`src/rtl/obuft_drive_pkg.sv`:
```
// Shared types, defaults and helper for the OBUFT drive controller.
// Build with OBUFT_DRIVE_PARITY_EN defined to add an odd-parity bit after each word.
package obuft_drive_pkg;

  localparam int DEFAULT_WIDTH = 8;
  localparam int DEFAULT_TURN  = 1;

  typedef enum logic [1:0] {
    ST_IDLE,
    ST_SHIFT,
    ST_TURN
`ifdef OBUFT_DRIVE_PARITY_EN
    , ST_PAR
`endif
  } state_e;

  // Zero-extension does not change the XOR, so one 32-bit version serves every WIDTH.
  function automatic logic odd_parity(input logic [31:0] data);
    return ~(^data);
  endfunction

endpackage

```
`src/rtl/obuft_drive_shreg.sv`:
```
// Load/shift register and remaining-bit down-counter for the serializer.
// The word's MSB goes straight to the output flop, so only the lower WIDTH-1 bits are held here.
module obuft_drive_shreg
  import obuft_drive_pkg::*;
#(
  parameter int WIDTH = DEFAULT_WIDTH
) (
  input  logic             clk_i,
  input  logic             rst_i,
  input  logic             load_i,
  input  logic             shift_i,
  input  logic [WIDTH-2:0] data_i,
  output logic             msb_o,
  output logic             last_o
);

  localparam int CW = $clog2(WIDTH + 1);

  logic [WIDTH-2:0] shreg_q, shreg_d;
  logic [CW-1:0]    cnt_q, cnt_d;

  // The counter holds the bits still to come after the one on O_I; zero marks the last bit.
  always_comb begin
    shreg_d = shreg_q;
    cnt_d   = cnt_q;
    if (load_i) begin
      shreg_d = data_i;
      cnt_d   = CW'(WIDTH - 1);
    end else if (shift_i) begin
      shreg_d = shreg_q << 1;
      if (cnt_q != '0) begin
        cnt_d = cnt_q - 1'b1;
      end
    end
  end

  always_ff @(posedge clk_i) begin
    if (rst_i) begin
      shreg_q <= '0;
      cnt_q   <= '0;
    end else begin
      shreg_q <= shreg_d;
      cnt_q   <= cnt_d;
    end
  end

  assign msb_o  = shreg_q[WIDTH-2];
  assign last_o = (cnt_q == '0);

endmodule

```
`src/rtl/obuft_drive_ctrl.sv`:
```
// Serializes parallel words onto the I/T pair of an external tri-state output buffer.
// Define OBUFT_DRIVE_PARITY_EN to append one odd-parity bit cycle after each word.
module obuft_drive_ctrl
  import obuft_drive_pkg::*;
#(
  parameter int WIDTH = DEFAULT_WIDTH,
  parameter int TURN  = DEFAULT_TURN
) (
  input  logic             CLK,
  input  logic             RST,
  input  logic [WIDTH-1:0] DIN,
  input  logic             DIN_VALID,
  output logic             DIN_READY,
  output logic             O_I,
  output logic             O_T,
  output logic             BUSY
);

  state_e     state_q;
  logic       oi_q;
  logic       ot_q;
  logic [3:0] turn_q;
  logic       bit_msb;
  logic       last_bit;
  logic       word_end;
  logic       handshake;
  logic       shift_en;
`ifdef OBUFT_DRIVE_PARITY_EN
  logic       parity_q;
`endif

`ifdef OBUFT_DRIVE_PARITY_EN
  assign word_end = (state_q == ST_PAR);
`else
  assign word_end = (state_q == ST_SHIFT) && last_bit;
`endif

  assign DIN_READY = !RST && ((state_q == ST_IDLE) || word_end);
  assign BUSY      = !RST && (state_q != ST_IDLE);
  assign handshake = DIN_READY && DIN_VALID;
  assign shift_en  = (state_q == ST_SHIFT) && !last_bit;

  obuft_drive_shreg #(
    .WIDTH(WIDTH)
  ) u_shreg (
    .clk_i  (CLK),
    .rst_i  (RST),
    .load_i (handshake),
    .shift_i(shift_en),
    .data_i (DIN[WIDTH-2:0]),
    .msb_o  (bit_msb),
    .last_o (last_bit)
  );

  // A handshake on the final cycle of a word reloads without leaving SHIFT, keeping O_T low.
  always_ff @(posedge CLK) begin
    if (RST) begin
      state_q <= ST_IDLE;
      oi_q    <= 1'b0;
      ot_q    <= 1'b1;
      turn_q  <= '0;
`ifdef OBUFT_DRIVE_PARITY_EN
      parity_q <= 1'b0;
`endif
    end else if (handshake) begin
      state_q <= ST_SHIFT;
      oi_q    <= DIN[WIDTH-1];
      ot_q    <= 1'b0;
`ifdef OBUFT_DRIVE_PARITY_EN
      parity_q <= odd_parity(32'(DIN));
`endif
    end else if (word_end) begin
      oi_q <= 1'b0;
      ot_q <= 1'b1;
      if (TURN != 0) begin
        state_q <= ST_TURN;
        turn_q  <= 4'(TURN - 1);
      end else begin
        state_q <= ST_IDLE;
      end
    end else begin
      case (state_q)
        ST_SHIFT: begin
`ifdef OBUFT_DRIVE_PARITY_EN
          if (last_bit) begin
            state_q <= ST_PAR;
            oi_q    <= parity_q;
          end else begin
            oi_q <= bit_msb;
          end
`else
          oi_q <= bit_msb;
`endif
        end
        ST_TURN: begin
          if (turn_q == '0) begin
            state_q <= ST_IDLE;
          end else begin
            turn_q <= turn_q - 1'b1;
          end
        end
        default: ;
      endcase
    end
  end

  assign O_I = oi_q;
  assign O_T = ot_q;

endmodule

```
`config.mk`:
```
export PLATFORM = sky130hd
export DESIGN_NAME = obuft_drive_ctrl
export DESIGN_NICKNAME = d
export VERILOG_FILES = /design/src/rtl/obuft_drive_pkg.sv /design/src/rtl/obuft_drive_shreg.sv /design/src/rtl/obuft_drive_ctrl.sv
export SDC_FILE = /design/constraint.sdc
export NUM_CORES = 1
export LEC_CHECK = 0
export ABC_AREA = 1
export ABC_CLOCK_PERIOD_IN_PS = 1500
export BUFFER_PORTS_ARGS = -buffer_cell sky130_fd_sc_hd__buf_4
export CAP_MARGIN = 20
export CORE_UTILIZATION = 30
export DETAILED_ROUTE_END_ITERATION = 6
export GPL_ROUTABILITY_DRIVEN = 0
export SLEW_MARGIN = 20
export SYNTH_ARGS = -nofsm -noshare
export SYNTH_HDL_FRONTEND = slang
export SYNTH_SLANG_ARGS = --single-unit
```
`constraint.sdc`:
```
create_clock -name CLK -period 1.5 [get_ports CLK]
set_clock_uncertainty 0.1 [all_clocks]
set_input_delay 0.225 -clock CLK [delete_from_list [all_inputs] [get_ports CLK]]
set_output_delay 0.225 -clock CLK [all_outputs]
set_load 0.03 [all_outputs]
```
After elaboration in Yosys (flattened, before gate mapping)
Cells that the tools add are included.
Word-level totals
  register bits: 19
  output and inout port bits: 4
Operators by class
  add/subtract/negate cells: 2
  equal/unequal tests: 3
  multiplexer cells: 17
  bitwise gates (word level): 1
  reductions and logical operators: 27
Operators with widths (count)
  two-way mux 7 bit: 2
  two-way mux 4 bit: 3
  nonzero test 2 bit: 6
  two-way mux 3 bit: 3
  nonzero test 3 bit: 3
  logical NOT 4 bit: 2
  AND reduction 2 bit: 4
  subtractor 4 x 1 -> 4 bit (second input constant): 2
  two-way mux 1 bit: 6
  two-way mux 2 bit: 3
  logical AND 1 bit: 5
  nonzero test 4 bit: 1
  AND reduction 3 bit: 1
  == test 2 x 1 -> 1 bit (second input constant): 1
  == test 2 bit (second input constant): 1
  logical NOT 1 bit: 2
  logical NOT 2 bit: 1
  inequality test 2 bit (second input constant): 1
  OR reduction 2 bit: 1
  logical OR 1 bit: 1
  inverter 1 bit: 1

Depth between registers and ports, before layout
Gate-level depths: netlist of the first run.
  depth in word-level cells: 7
  depth in mapped cells: 9
  gate-level depth less buffers: 8

Modules after synthesis
Synthesis of the first run repeated with hierarchy kept, for this count alone.
Unflattened totals
  cells, all modules: 162
  area, all modules: 1027.2 um2
By module, submodules not included
  obuft_drive_shreg: instances 1, cells each 88, area each 564.3 um2, seq. area each 220.2 um2
  obuft_drive_ctrl: instances 1, cells each 74, area each 462.9 um2, seq. area each 160.2 um2

Worst setup path after synthesis of the first run
No wires, ideal clock.
  path type: flip-flop to flip-flop
  from: register u_shreg.cnt_q[0]
  to: register u_shreg.shreg_q[0]
  data arrival time: 1542 ps
  slack: -214 ps
  stages on the path, launching flop included: 7
  clock period less this slack: 1714 ps
  path through: dfxtp_1 -> inv_1 -> ha_1 -> nand3_4 -> a21oi_1 -> nand3_1 -> a21oi_1
On the way
  word-level cells in the longest chain between the ends: 6
  elaborated cells between the ends (all ways): 9
Ends and longest elaborated chain
  from (decl): line obuft_drive_shreg.sv:20  | logic [CW-1:0] cnt_q, cnt_d;
  from (signal assigned): line obuft_drive_shreg.sv:43  | cnt_q <= cnt_d;
  logical NOT 4 bit *: line obuft_drive_shreg.sv:48  | assign last_o = (cnt_q == '0);
  logical AND 1 bit *: line obuft_drive_ctrl.sv:35  | assign word_end = (state_q == ST_SHIFT) && last_bit;
  logical OR 1 bit *: line obuft_drive_ctrl.sv:38  | assign DIN_READY = !RST && ((state_q == ST_IDLE) || word_end);
  logical AND 1 bit *: line obuft_drive_ctrl.sv:38
  named net DIN_READY: line obuft_drive_ctrl.sv:13  | output logic DIN_READY,
  logical AND 1 bit *: line obuft_drive_ctrl.sv:40  | assign handshake = DIN_READY && DIN_VALID;
  two-way mux 7 bit or nonzero test 2 bit (tied branches)
  to (signal assigned): line obuft_drive_shreg.sv:42  | shreg_q <= shreg_d;
  to (decl): line obuft_drive_shreg.sv:19  | logic [WIDTH-2:0] shreg_q, shreg_d;
The timed path passes the listed nets; every way through them passes the cells marked *.
A chain may end at the register's enable or synchronous reset.

Final worst setup path of the first run
  from: register state_q[1]
  to: output port DIN_READY
On the way
  word-level cells in the longest chain between the ends: 4
  elaborated cells between the ends (all ways): 5
Ends and longest elaborated chain
  from (decl): line obuft_drive_ctrl.sv:19  | state_e state_q;
  from (signal assigned): line obuft_drive_ctrl.sv:58  | state_q <= ST_IDLE;
  from (signal assigned): line obuft_drive_ctrl.sv:66  | state_q <= ST_SHIFT;
  from (signal assigned): line obuft_drive_ctrl.sv:76  | state_q <= ST_TURN;
  == test 2 x 1 -> 1 bit: line obuft_drive_ctrl.sv:35
  logical AND 1 bit: line obuft_drive_ctrl.sv:35
  logical OR 1 bit *: line obuft_drive_ctrl.sv:38
  logical AND 1 bit *: line obuft_drive_ctrl.sv:38
  to (decl): line obuft_drive_ctrl.sv:13
Mark *: on every way between the ends. The rest lies on a longest branch, timed or not.

==> impl_metrics.yaml, run 1 <==
global_routing:
  grt_pass1_vias: 1017
  antenna_found_initial: 0
  track_usage: 0.1525
  grt-ovfl-total: 0
  grt_max_degree: 23
  grt_pass1_wl_um: 4209
yosys:
  avgSynthCellArea_um2: 7.411
  synth_top_area_share: 0.3589
  synthTopCellsByArea: "dfxtp_1, nand2_1, inv_1, nand3_1, a21oi_1"
  netlist_area_um2: 1060
  netlist_instances: 143
  yosys.area.top_type: "dfxtp_1"
  seq_area_frac_synth: 0.3589
  synth_cell_types: 26
  ys_seq_elements: 19
  yosysWarnings: 0
  synth_fp_nets: 156
status:
  status: "finished, violations left"
  violations: "setup timing"
power_and_ir_drop:
  power_density_nw_per_um2: 1176
  p_leak_nw: 0.6474
  ir_drop_mv: 0.6769
  total_power_mw: 1.730
cts:
  clock-root-buffer: "clkbuf_4"
  clk_path_buf_depth: 2
  path_clk_slew_ps: 110
  cts_sinks: 19
  h-tree-depth: 1
  cts_tree: "done"
  clk_latency_ps: 300
  numCtsBuffers: 3
  holdBufCountCts: 0
finish:
  multi_input_area_um2: 609.3
  fillers: 360
  syn2layout_area_growth_pct: 38.72
  final_cells: 220
  antenna_cells: 0
  postLayoutCellArea_um2: 1470
  nets: 188
  regArea_um2: 389.1
  fin_util: 0.4371
  drive_gt1_frac: 0.4253
sta:
  worst_slew_pin_slew_ps: 245.1
  min_period_ps: 1565
  fin_crit_sh: 1.043
  max_slew_margin: 0.8366
  drv_slew: 0
  fin_ws_ps: -64.54
  finalSetupViolations: 10
  hold_violations: 0
  rsz0062_at_grt: "yes"
  clock.fmax_mhz: 639.2
die:
  dieArea_um2: 3774
  core-area_um2: 3363
  die_w_um: 61.44
  die_h_um: 61.44
  io_pins: 15
  start_util: 0.3151
  row_count: 21
setup_path:
  r2r_slack_ps: -60
  cp_max_fo: 4
  slowest_delay_ps: 380
  r2r_cells: 8
  cp.arrival_ps: 1240
  slowest_stage: "dfxtp_4"
  end_kind: "primary output"
  path_cells: "inv_4, nand2_4, buf_4, a21oi_4, buf_6"
  start_kind: "register"
  critPathLaunch: "state_q[1]"
  criticalPathCategory: "register to primary output"
  r2r_start: "u_shreg.cnt_q[1]"
  crit_required_ps: 1170
drt:
  wl_um: 2499
  ant_nets: 0
  vias: 988
  avgRoutedWirePerCell_um: 11.36
  first_pass_iters: 4
  drc: 0
  viasPerCell: 4.491
  first_iter_violations: 12
min_path:
  hold_start: "DIN[7]"
  holdPathStages: 3
  hold_class: "input pin to register"
placement:
  io_buffers: 14
  pre_cts_ws_ps: -42.80
  place_area_um2: 1285
  dp_hpwl_um: 1726
  dp_cells: 208
flow_run:
  max_cap_viol_count: 0
placed cells by master (no fill, tap or decap), drive strengths merged:
cell type and instances:
nand2 37, clkbuf 5, ha 2, o21ai 3
or2 1, o31ai 2, inv 20, xor2 3
nor3b 1, nand4 6, dfxtp 19, o211ai 1
buf 33, a21oi 15, nand3 16, nor2 9
clkinvlp 1
what timing repair did:
item                       4_1_cts  5_1_grt
pin swaps                        2        4
cloned                           0        1
setup endpoints to repair       11       20
gates resized for setup         16       13
setup buffers                    7        0
hold endpoints to repair         0        0
state kept, by name, indices dropped and copies added, names as in the netlist:
signal           flops
O_T                  1
turn_q               4
u_shreg.shreg_q      7
state_q              2
O_I                  1
u_shreg.cnt_q        4
cell usage after synthesis:
cell type	number
nand2_1	32
inv_1	20
dfxtp_1	19
nand3_1	14
a21oi_1	10
nor2_1	7
nand4_1	6
a21oi_2	5
nand2_2	4
xor2_1	3
buf_2	2
clkbuf_1	2
ha_1	2
nand3_4	2
nor2_4	2
o21ai_0	2
o31ai_1	2
buf_4	1
buf_6	1
buf_8	1
inv_2	1
nand2_4	1
nor3b_2	1
o211ai_1	1
o21ai_1	1
or2_2	1
final timing paths:
kind,to
worst max-delay path,DIN_READY
worst min-delay path,O_I
worst max register to register,u_shreg.shreg_q[1]
worst min register to register,turn_q[1]
metrics by stage:
stage,setup TNS [ps],hold slack (ps)
floorplan,0,270.5
global placement,0,352.4
detailed placement,-75.79,363.0
CTS,-113.3,45.92
global route,-1682,66.56
finish,-441.3,62.04
cells by family (layout without fill, tap and decap cells):
logic type / after synthesis / after routing / share of synthesized area
xor+xnor: 3 / 3 / 0.02480
buf+inv: 28 / 59 / 0.1228
fa+ha+maj: 2 / 2 / 0.02361
flops: 19 / 19 / 0.3589
simple gates: 70 / 70 / 0.3459
compound gates: 21 / 21 / 0.1240
layout make-up:
type | instances | share of cell area
Clock buffer | 4 | 0.01787
Inverter | 21 | 0.05957
Multi-Input combinational cell | 96 | 0.4145
Sequential cell | 19 | 0.2647
Tap cell | 46 | 0.03915
Timing Repair Buffer | 34 | 0.2043
routing by layer:
metal / track usage / vias to the layer above / part of all wire
met5: 0 / - / 0
met4: 0.01905 / 0 / 0
met3: 0.04202 / 0 / 0.038
met2: 0.2966 / 14 / 0.54
met1: 0.1686 / 451 / 0.42
li1: - / 523 / -
power breakdown:
| group | internal [mW] | total (mW) | switching, mW |
|---|---|---|---|
| Combinational | 0.407 | 0.826 | 0.418 |
| Sequential | 0.583 | 0.641 | 0.0581 |
| Clock | 0.104 | 0.262 | 0.159 |
| Total | 1.09 | 1.73 | 0.635 |
worst max-delay path, delay by kind of cell (launching register included):
family | cells | cell delay (ps)
AO/OA/AOI/OAI | 1 | 160
buffers and inverters | 3 | 350
flip-flops | 1 | 380
AND/OR/NAND/NOR | 1 | 60
Note: power is estimated with default switching activity, not from simulation.
==> run 2, diff against run 1 <==
- ABC_CLOCK_PERIOD_IN_PS: 1500 -> 1800
- SYNTH_HIERARCHICAL: unset -> 1
- clock period: 1.5 -> 1.8 ns (I/O delays scaled with it)
==> run 2 against run 1 <==
  * The run still ends with setup timing left
  * Flip-flop and latch count did not move
  * Synthesized cell count rose by 13%
  * Die area fell by 3.0%
  * Hold slack improved by 30 ps
  * Cell count rose by 7.7%
  * Core utilization rose by 0.22 points
  * Total power rose by 5.1%
  * Synthesized area fell by 3.1%
  * First-iteration DRC count rose to 2.8 times the previous value
  * Critical endpoint unchanged
  * Largest power group unchanged
==> impl_metrics.yaml, run 2 <==
status:
  status: "finished, violations left"
  violations: "setup timing"
die:
  die_w_um: 60.52
  row_count: 20
  die_h_um: 60.52
  start_util: 0.3258
  io_pins: 15
  dieArea_um2: 3662
  core-area_um2: 3153
setup_path:
  cp.arrival_ps: 1470
  endpoint: "DIN_READY"
  crit_required_ps: 1430
  r2r_slack_ps: 50
  path_cells: "inv_2, ha_4, nand2_4, nor2_4, inv_2, a21oi_2, inv_1, nor2_1, buf_4"
  criticalPathCategory: "register to primary output"
  end_kind: "primary output"
  timing.rr.end: "u_shreg/shreg_q[2]"
  start_kind: "register"
  slowest_stage: "dfxtp_2"
  cp_common_cell: "inv_2"
  slowest_delay_ps: 340
  r2r_start: "u_shreg/cnt_q[0]"
  critPathLaunch: "u_shreg/cnt_q[0]"
  r2r_cells: 15
  cp_max_fo: 2
yosys:
  synthTopCellsByArea: "dfxtp_1, nand2_1, inv_1, nand3_1, nor2_1"
  yosysWarnings: 6
  synth_top_area_share: 0.3703
  synth_fp_nets: 176
  async_flop_share: 0
  synth_edf_count: 0
  yosysMostFrequentCell: "nand2_1"
  yosys.area.top_type: "dfxtp_1"
  avgSynthCellArea_um2: 6.341
  netlist_area_um2: 1027
  synth_common_cells: "nand2_1, inv_1, dfxtp_1"
  ys.flop_type: "dfxtp_1"
  synth_cell_types: 19
  netlist_instances: 162
  ys_seq_elements: 19
  seq_area_frac_synth: 0.3703
power_and_ir_drop:
  p_leak_nw: 0.6943
  ir_drop_mv: 0.4802
  total_power_mw: 1.818
  power_density_nw_per_um2: 1313
sta:
  whs_ps: 92.18
  fin_crit_sh: 1.023
  rsz0062_at_grt: "yes"
  hold_violations: 0
  max_slew_margin: 0.8154
  finalSetupViolations: 1
  drv_slew: 0
  min_period_ps: 1842
  fin_ws_ps: -42.25
  clock.fmax_mhz: 542.8
  worst_slew_pin_slew_ps: 276.5
cts:
  holdBufCountCts: 0
  clk_latency_ps: 290
  cts_tree: "done"
  cts_sinks: 19
  clk_path_buf_depth: 2
  path_clk_slew_ps: 110
  numCtsBuffers: 3
  h-tree-depth: 1
  clock-root-buffer: "clkbuf_4"
placement:
  io_buffers: 14
  place_area_um2: 1297
  dp_hpwl_um: 1658
finish:
  layout_common_cells: "nand2_1, buf_4, inv_1, dfxtp_1, nor2_1"
  reg.largest.list: "u_shreg/shreg_q (7), turn_q (4), u_shreg/cnt_q (4)"
  largest_reg_flops: 7
  top_register: "u_shreg/shreg_q"
  antenna_cells: 0
  syn2layout_area_growth_pct: 34.84
  drive_gt1_frac: 0.2850
  nets: 208
  postLayoutCellArea_um2: 1385
  layout_commonest_cell: "nand2_1"
drt:
  drc: 0
  first_pass_iters: 4
  wl_um: 2214
  viasPerCell: 4.270
  avgRoutedWirePerCell_um: 9.342
  first_iter_violations: 34
  vias: 1012
  ant_nets: 0
global_routing:
  grt-ovfl-total: 0
  grt_pass1_wl_um: 3912
  antenna_found_initial: 0
  grt_pass1_vias: 955
  track_usage: 0.1425
  grt_max_degree: 11
min_path:
  hold_class: "input pin to register"
flow_run:
  max_cap_viol_count: 0
## run 2: cell types whose count changed after synthesis, sizes merged, moves of 2 or more
cell | before | now
inv | 21 | 27
nand4 | 6 | 0
buf | 5 | 1
xor2 | 3 | 0
a21oi | 15 | 10
o31ai | 2 | 0
nand2 | 37 | 59
clkbuf | 2 | 0
nor2 | 9 | 20
## run 2: worst min-delay path by stage
| stage | to | depth (start not counted) | start |
|---|---|---|---|
| 6_report | O_I | 3 | DIN[7] |
| 5_1_grt | O_I | 3 | DIN[7] |
| 4_1_cts | O_I | 3 | DIN[7] |
| 3_5_place_dp | u_shreg/shreg_q[0] | 2 | u_shreg/shreg_q[0] |
| 3_3_place_gp | u_shreg/shreg_q[0] | 2 | u_shreg/shreg_q[0] |
| 2_1_floorplan | turn_q[2] | 1 | RST |
## run 2: metal layers
layer | global-route usage | vias to the layer above | wire, um
met4 | 0.06818 | 0 | 20
met3 | 0.02132 | 2 | 71
li1 | - | 556 | -
met2 | 0.2370 | 15 | 996
met1 | 0.1810 | 439 | 1126
met5 | 0 | - | 0
## run 2: what timing repair did
item | CTS | global route
endpoints found under the setup margin | 1 | 13
hold endpoints to repair | 0 | 0
pin swaps | 5 | 4
buffers inserted | 3 | 0
gates resized for setup | 5 | 6
## run 2: critical path, delay by kind of cell, from the launching register on
| kind | cells | cell delay (ps) |
|---|---|---|
| flops | 1 | 340 |
| compound gates | 1 | 130 |
| fa+ha+maj | 1 | 150 |
| simple gates | 3 | 230 |
| buf+inv | 4 | 330 |
## run 2: logic make-up (layout without fill, tap and decap cells)
logic type	Yosys count	count (layout)	synth area share
compound gates	14	14	0.07308
fa+ha+maj	3	3	0.03654
buf+inv	29	60	0.1121
flops	19	19	0.3703
simple gates	97	97	0.4080
## run 2: final cells by class
cell class | count | area (um2)
tap | 44 | 55.05
fill | 367 | 1768
timing repair buffer | 28 | 226.5
clock buffer | 4 | 26.28
inverter | 28 | 112.6
multi-input combinational | 114 | 581.8
sequential | 19 | 382.9
## run 2: power breakdown
part | switching (mW) | internal (mW) | total, mW
clock | 0.133 | 0.0862 | 0.219
sequential | 0.0680 | 0.512 | 0.580
combinational | 0.576 | 0.442 | 1.02
total | 0.778 | 1.04 | 1.82
## run 2: through the flow
step                      TNS (ps)  setup WS (ps)  instances  utilization
after floorplan                  0          2.931        162            -
after global placement           0          92.22        230       0.4115
after detailed placement         0          47.42        230       0.4115
after CTS                   -63.32         -63.32        237       0.4321
after global routing        -558.8         -149.1        237       0.4393
final                       -42.25         -42.25        237       0.4393
